**config.mk**
```make
export PLATFORM = sky130hd
export DESIGN_NAME = fetch_unit_flat
export DESIGN_NICKNAME = d
export VERILOG_FILES = /design/src/rtl/fetch_unit_if.sv /design/src/rtl/fetch_unit.sv /design/src/flat_wrapper.sv
export SDC_FILE = /design/constraint.sdc
export NUM_CORES = 1
export LEC_CHECK = 0
export CAP_MARGIN = 20
export CORE_UTILIZATION = 52
export DETAILED_ROUTE_END_ITERATION = 6
export PLACE_DENSITY = 0.8
export SLEW_MARGIN = 15
export SYNTH_ARGS = -nofsm -noshare
export SYNTH_HDL_FRONTEND = slang
export SYNTH_SLANG_ARGS = --single-unit
```
**constraint.sdc**
```tcl
create_clock -name clk -period 9.6 [get_ports clk]
set_input_delay 1.92 -clock clk [delete_from_list [all_inputs] [get_ports clk]]
set_output_delay 1.92 -clock clk [all_outputs]
set_load 0.05 [all_outputs]
```
**src/rtl/fetch_unit_if.sv**
```systemverilog
// Instruction-memory request/response bus between the fetch stage and imem.
// Single outstanding request: req/ready handshake, then one rvalid beat.
interface fetch_unit_if;
  logic        imem_req;
  logic [31:0] imem_addr;
  logic        imem_ready;
  logic        imem_rvalid;
  logic [31:0] imem_rdata;

  modport master (
    output imem_req,
    output imem_addr,
    input  imem_ready,
    input  imem_rvalid,
    input  imem_rdata
  );

  modport slave (
    input  imem_req,
    input  imem_addr,
    output imem_ready,
    output imem_rvalid,
    output imem_rdata
  );
endinterface

```
**src/rtl/fetch_unit.sv**
```systemverilog
// RV32I instruction-fetch stage. Owns the PC, issues one word request at a
// time to imem, presents fetched words to decode, buffers one extra word
// under stall, and absorbs redirects (killing an in-flight response).
module fetch_unit #(
  parameter logic [31:0] RESET_PC = 32'h0000_0000,
  parameter logic [31:0] NOP_INST = 32'h0000_0013
) (
  input  logic         clk,
  input  logic         rst,
  input  logic         stall,
  input  logic         redirect,
  input  logic [31:0]  redirect_pc,
  fetch_unit_if.master imem,
  output logic [31:0]  inst_out,
  output logic [31:0]  pc_out,
  output logic         valid_out
);

  typedef enum logic [1:0] {
    S_FETCH = 2'd0,  // ready to issue a request at pc
    S_WAIT  = 2'd1,  // request accepted, response outstanding
    S_HOLD  = 2'd2   // response parked in the pending buffer
  } state_t;

  state_t      state, state_d;
  logic [31:0] pc, pc_d;
  logic [31:0] req_pc, req_pc_d;
  logic [31:0] pend_inst, pend_inst_d;
  logic [31:0] pend_pc, pend_pc_d;
  logic        kill, kill_d;
  logic [31:0] inst_d, pc_out_d;
  logic        valid_d;

  logic        accept;
  logic        slot_free;
  logic [31:0] target;

  // Redirect targets are always word aligned; the low bits are masked off.
  assign target    = redirect_pc & ~32'h3;
  assign slot_free = !valid_out || !stall;

  // Request is decoded combinationally: only in FETCH, never in a redirect
  // cycle, and never while reset is held.
  assign imem.imem_req  = (state == S_FETCH) && !redirect && !rst;
  assign imem.imem_addr = pc;
  assign accept         = imem.imem_req && imem.imem_ready;

  // Next-state and next-register values for the whole fetch stage.
  always_comb begin
    // NOTE: every signal driven here gets a default first, so no path can
    // leave one unassigned and infer a latch.
    state_d     = state;
    pc_d        = pc;
    req_pc_d    = req_pc;
    pend_inst_d = pend_inst;
    pend_pc_d   = pend_pc;
    kill_d      = kill;
    inst_d      = inst_out;
    pc_out_d    = pc_out;
    valid_d     = valid_out;

    // Decode takes the current word; a load below may refill the slot.
    if (valid_out && !stall) valid_d = 1'b0;

    if (redirect) begin
      pc_d        = target;
      valid_d     = 1'b0;
      inst_d      = NOP_INST;
      pend_inst_d = NOP_INST;
      pend_pc_d   = 32'h0;
      if (state == S_WAIT && !imem.imem_rvalid) begin
        // Response still in flight: remember to drop it when it lands.
        kill_d  = 1'b1;
        state_d = S_WAIT;
      end else begin
        kill_d  = 1'b0;
        state_d = S_FETCH;
      end
    end else begin
      case (state)
        S_FETCH: begin
          if (accept) begin
            req_pc_d = pc;
            pc_d     = pc + 32'd4;
            state_d  = S_WAIT;
          end
        end
        S_WAIT: begin
          if (imem.imem_rvalid) begin
            if (kill) begin
              kill_d  = 1'b0;
              state_d = S_FETCH;
            end else if (slot_free) begin
              inst_d   = imem.imem_rdata;
              pc_out_d = req_pc;
              valid_d  = 1'b1;
              state_d  = S_FETCH;
            end else begin
              pend_inst_d = imem.imem_rdata;
              pend_pc_d   = req_pc;
              state_d     = S_HOLD;
            end
          end
        end
        S_HOLD: begin
          if (!stall) begin
            inst_d   = pend_inst;
            pc_out_d = pend_pc;
            valid_d  = 1'b1;
            state_d  = S_FETCH;
          end
        end
        default: state_d = S_FETCH;
      endcase
    end
  end

  // State and datapath registers; reset may hit mid-request.
  always_ff @(posedge clk or posedge rst) begin
    // NOTE: sequential state uses non-blocking assignments so every register
    // samples the pre-edge values regardless of statement order.
    if (rst) begin
      state     <= S_FETCH;
      pc        <= RESET_PC;
      req_pc    <= 32'h0;
      pend_inst <= NOP_INST;
      pend_pc   <= 32'h0;
      kill      <= 1'b0;
      inst_out  <= NOP_INST;
      pc_out    <= 32'h0;
      valid_out <= 1'b0;
    end else begin
      state     <= state_d;
      pc        <= pc_d;
      req_pc    <= req_pc_d;
      pend_inst <= pend_inst_d;
      pend_pc   <= pend_pc_d;
      kill      <= kill_d;
      inst_out  <= inst_d;
      pc_out    <= pc_out_d;
      valid_out <= valid_d;
    end
  end

endmodule

```
**src/flat_wrapper.sv**
```systemverilog
// flat-port wrapper written by rule: the top's interface ports become plain ports
module fetch_unit_flat 
#(
  parameter logic [31:0] RESET_PC = 32'h0000_0000,
  parameter logic [31:0] NOP_INST = 32'h0000_0013
)
  (clk, rst, stall, redirect, redirect_pc, inst_out, pc_out, valid_out, imem_imem_req, imem_imem_addr, imem_imem_ready, imem_imem_rvalid, imem_imem_rdata);
  fetch_unit_if imem_i ();
  input  logic clk;
  input  logic rst;
  input  logic stall;
  input  logic redirect;
  input  logic [31:0] redirect_pc;
  output logic [31:0] inst_out;
  output logic [31:0] pc_out;
  output logic valid_out;
  output wire logic [$bits(imem_i.imem_req)-1:0] imem_imem_req;
  output wire logic [$bits(imem_i.imem_addr)-1:0] imem_imem_addr;
  input wire logic [$bits(imem_i.imem_ready)-1:0] imem_imem_ready;
  input wire logic [$bits(imem_i.imem_rvalid)-1:0] imem_imem_rvalid;
  input wire logic [$bits(imem_i.imem_rdata)-1:0] imem_imem_rdata;
  assign imem_imem_req = imem_i.imem_req;
  assign imem_imem_addr = imem_i.imem_addr;
  assign imem_i.imem_ready = imem_imem_ready;
  assign imem_i.imem_rvalid = imem_imem_rvalid;
  assign imem_i.imem_rdata = imem_imem_rdata;
  fetch_unit #(.RESET_PC(RESET_PC), .NOP_INST(NOP_INST)) u_core (.clk(clk), .rst(rst), .stall(stall), .redirect(redirect), .redirect_pc(redirect_pc), .imem(imem_i), .inst_out(inst_out), .pc_out(pc_out), .valid_out(valid_out));
endmodule
```
* Yosys cells after proc, flatten, opt, wreduce, memory -nomap -nowiden
Index checks and enable logic that the tools add are counted.
** Operators by class
- Add/sub/neg operators :: 1
- $mul :: 0
- Div/mod/pow operators :: 0
- Order comparisons :: 0
- Eq/ne operators :: 13
- Shift operators :: 0
- Mux-type cells :: 43
- Bitwise operators :: 1
- Reductions and logical operators :: 25
** Operator list (number)
- $mux 32 :: 22
- $pmux 32 s2 :: 2
- $add 32x3->32 const B :: 1
- $mux 2 :: 6
- $mux 1 :: 11
- $ne 2x2->1 const B :: 5
- $reduce_bool 2->1 :: 5
- $ne 3x3->1 const B :: 3
- $ne 3x2->1 const B :: 2
- $pmux 2 s3 :: 1
- $reduce_and 3->1 :: 2
- $reduce_and 6->1 :: 1
- $logic_and 1x1->1 :: 5
- $logic_not 1->1 :: 5
- $reduce_and 5->1 :: 1
- $reduce_and 2->1 :: 2
- $reduce_and 4->1 :: 1
- $reduce_bool 3->1 :: 1
- $eq 2x1->1 const B :: 1
- $eq 2x2->1 const B :: 1
- $logic_not 2->1 :: 1
- $ne 2x1->1 const B :: 1
- $pmux 1 s2 :: 1
- $logic_or 1x1->1 :: 1
- $not 1->1 :: 1
** Storage, ports and cells
- Register bits after elaboration :: 196
- Latch bits :: 0
- RAM bits :: 0
- Memory bits (read-only) :: 0
- Bits of input ports :: 70
- Output and inout port bits :: 98
- Word-level logic and storage cells :: 92
- Memories kept :: 0

* Depth between registers and ports, before layout
- Word-level depth :: 8
- Mapped depth :: 9

* Worst setup path before layout
OpenSTA, ideal clock, no wires.
- Path type :: input -> output
- Start :: input rst
- End :: output imem_imem_req
- Arrival time :: 6686 ps
- Data required time :: 7680 ps
- Path slack :: 994 ps
- Cell stages on the path :: 2
- Cell sequence :: inv_1 -> and3_1
** Between the ends
- Longest elaborated chain between the ends :: 2
** Ends and longest elaborated chain
- start: declaration :: line flat_wrapper.sv:10 : input logic rst;
- $logic_not 1->1 :: line fetch_unit.sv:44 : assign imem.imem_req = (state == S_FETCH) && !redirect && !rst;
- $logic_and 1x1->1 :: line fetch_unit.sv:44
- end: declaration :: line flat_wrapper.sv:17 : output wire logic [$bits(imem_i.imem_req)-1:0] imem_imem_req;
Every way passes these cells.

* Worst setup path after layout
Ends and elaborated chain as after synthesis.

==> impl_metrics.csv <==
group,metric,value,unit
clocking,cts_tree,"yes",
synth,synth-seq-cells,190,
sta,tns,0,ns
clocking,cts_hold_buf,0,
power_and_ir_drop,comb_power_share,0.356,
synth,netlist_instances,866,
clocking,clock_latency,0.44,ns
clocking,clock_sinks,190,
floorplanning,rows,46,
critical_path,critPathLaunchType,"input pin",
clocking,clockBufferDepth,2,
critical_path,crit_path_start,"rst",
sta,hold_viol,0,
finish,diodes,0,
synth,ys_async_sr_fraction,1.00,
synth,synth_edf_count,0,
clocking,clk_pin_slew,0.07,ns
min_path,hold_path.class,"reg2reg",
grt,grt_remaining_overflow,0,
critical_path,required,7.68,ns
critical_path,criticalPathCategory,"in2out",
power_and_ir_drop,p_clk_frac,0.254,
clocking,h-tree-depth,4,
sta,setup_viol,0,
floorplanning,die_area,0.0172,sq mm
power_and_ir_drop,switching_share,0.385,
finish,nFillCells,1214,
sta,report.final.slew_viol_count,0,
synth,synth_seq_area_share,0.550,
power_and_ir_drop,p_leak,4.30,nW
floorplanning,core_area,0.0161,sq mm
sta,fin_crit,5.94,ns
grt,grt_max_degree,110,
grt,grt_pass1_vias,6421,
power_and_ir_drop,powerDensity,260,mW/mm^2
sta,timing.fmax,168,MHz
sta,finalClockSkew,0.0121,ns
routing,ant_nets,0,
synth,ys_types,43,
critical_path,end_kind,"output pin",
synth,postSynthAreaPerCell,10.0,sq um
finish,layout-drive-gt1-share,0.0916,
placement,hpwlAfterDp,13.1,mm
routing,wl,20.8,mm
placement,port_buffers,163,
outcome,status,"finished clean",
critical_path,path_max_fanout,109,
sta,holdWs,0.480,ns
sta,maxSlewHeadroom,0.253,
power_and_ir_drop,ir_drop,0.000161,V
finish,final_net_count,1066,
grt,antenna_found_initial,1,
power_and_ir_drop,seqPwrFrac,0.390,
routing,first_pass_iters,5,
power_and_ir_drop,p_int,1.77,mW
sta,min_period_over_period,0.618,
floorplanning,initial_core_util,0.539,
synth,syn_area,0.00866,sq mm
routing,drt_iter0_drc,594,
floorplanning,die_x,131,microns
clocking,clockRootBuffer,"clkbuf_16",
placement,gp_congestion,0.807,
floorplanning,io_pins,168,
synth,synth_warnings,0,
critical_path,timing.rr.start,"u_core.state[0]$_DFFE_PP0P_",
routing,post-route-drc-count,0,
floorplanning,die_y,131,microns
finish,fin_area,0.0110,sq mm
routing,vias,6852,
synth,ys.flop_type,"dfrtp_1",
placement,placed_area,0.0104,sq mm
power_and_ir_drop,finalPower,2.87,mW
clocking,numCtsBuffers,17,
finish,area_growth,27.5,%
grt,gr-usage-all-layers,0.255,
critical_path,cp_data_arrival_time,4.02,ns
clocking,cts_resized,0,
sta,tightest_slew,1.12,ns
routing,wire_per_inst,17.1,microns
job,maxCapViolations,0,
power_and_ir_drop,switchingPower,1.11,mW
sta,rsz0062_at_grt,"no",
clocking,post_cts_buffers,0,
grt,grt_pass1_wl,33.3,mm
min_path,holdCritStartpoint,"u_core.pend_inst[1]$_DFFE_PP1P_",
routing,viasPerCell,5.62,
## cell usage after synthesis, types with 3 or more instances
| library cell | number | area, sq um |
|---|---|---|
| dfrtp_1 | 184 | 4600 |
| nand2_1 | 151 | 567 |
| dfstp_2 | 6 | 158 |
| a31oi_1 | 16 | 100 |
| xor2_1 | 3 | 26.3 |
| o31ai_1 | 11 | 82.6 |
| mux2_2 | 30 | 338 |
| a211oi_1 | 32 | 240 |
| nand4_1 | 8 | 50.1 |
| inv_1 | 12 | 45.0 |
| buf_2 | 3 | 15.0 |
| a21oi_1 | 62 | 310 |
| xnor2_1 | 7 | 61.3 |
| or2_2 | 3 | 18.8 |
| and2_1 | 3 | 18.8 |
| nor4_1 | 3 | 18.8 |
| nor3_1 | 4 | 20.0 |
| o21ai_0 | 83 | 415 |
| buf_4 | 3 | 22.5 |
| nand3_1 | 11 | 55.1 |
| mux2i_1 | 64 | 641 |
| and3_1 | 5 | 31.3 |
| nor2_1 | 53 | 199 |
| buf_1 | 8 | 30.0 |
| or3_1 | 5 | 31.3 |
| clkbuf_1 | 54 | 203 |
| or4_1 | 18 | 135 |
| ha_1 | 5 | 62.6 |
## cells by family after synthesis
kind of cell | count (synthesis) | synth area share
AOI/OAI and AO/OA | 211 | 0.139
xor gates and xnor gates | 10 | 0.0101
adders and majority gates | 5 | 0.00723
buffers and inverters | 81 | 0.0369
DFF | 190 | 0.550
muxes | 94 | 0.113
other | 1 | 0.000433
and+or+nand+nor | 274 | 0.143
## worst max-delay path: stages
cell and delay (ns):
clkdlybuf4s50_1 0.52, inv_8 0.53, and3_1 0.25, clkdlybuf4s50_1 0.80
## registers in the layout, indices dropped and copies added (netlist names)
name / flops
u_core.imem.imem_addr: 30
u_core.inst_out: 32
u_core.kill: 1
u_core.pc_out: 31
u_core.pend_inst: 32
u_core.pend_pc: 31
u_core.req_pc: 30
u_core.state: 2
u_core.valid_out: 1
## final timing paths
path | slack (ns) | cells past startpoint | to
setup / recovery | 3.66 | 4 | imem_imem_req
hold / removal | 0.48 | 2 | u_core.pend_inst[1]$_DFFE_PP1P_
setup reg to reg | 6.08 | 7 | u_core.pc_out[14]$_DFFE_PP0P_
hold reg to reg | 0.48 | 2 | u_core.pend_inst[1]$_DFFE_PP1P_
max in group asynchronous | 6.31 | 4 | u_core.pend_inst[0]$_DFFE_PP1P_
min in group asynchronous | 2.04 | 2 | u_core.imem.imem_addr[11]$_DFFE_PP0P_
## stage by stage
stage | setup slack [ns] | std cells | util
after floorplan | 0.994 | 867 | -
after global routing | 3.46 | 1220 | 0.688
after global placement | 3.57 | 1186 | 0.647
after CTS | 3.57 | 1218 | 0.685
after detailed placement | 3.58 | 1186 | 0.647
final | 3.66 | 1220 | 0.688
## layout by cell type (no fill, tap or decap), types with 5 or more instances in the layout
cell	n
a211oi_1	32
a21oi_1	62
a31oi_1	16
buf_4	9
clkbuf_16	17
clkdlybuf4s50_1	162
dfrtp_1	184
dfstp_2	6
inv_1	11
mux2_2	30
mux2i_1	64
nand2_1	151
nand3_1	10
nand4_1	8
nor2_1	52
o21ai_0	83
o31ai_1	11
or3_1	5
or4_1	18
xnor2_1	7
## layout make-up
cell class | count | area [sq um] | share of cell area
clock buffers | 20 | 447 | 0.0405
clock inverters | 12 | 161 | 0.0146
inverters | 13 | 56.3 | 0.00510
multi-input cells | 596 | 3610 | 0.327
flip-flops and latches | 190 | 4760 | 0.431
well taps | 216 | 270 | 0.0245
repair buffers | 173 | 1740 | 0.157
## power by group through the flow
stage | Clock (mW) | Combinational [mW] | Sequential, mW
finish | 0.729 | 1.02 | 1.12
CTS | 0.740 | 1.02 | 1.12
floorplan | 0 | 0.319 | 1.46
detailed placement | 0 | 1.02 | 1.13
global route | 0.769 | 1.09 | 1.15
global placement | 0 | 1.00 | 1.12
## per-layer routing
metal,GRT usage,share of wire
met5,0,0.00043
met1,0.360,0.45
met4,0.0663,0.0082
met2,0.399,0.48
met3,0.0554,0.058
(Power assumes the default switching activity.)
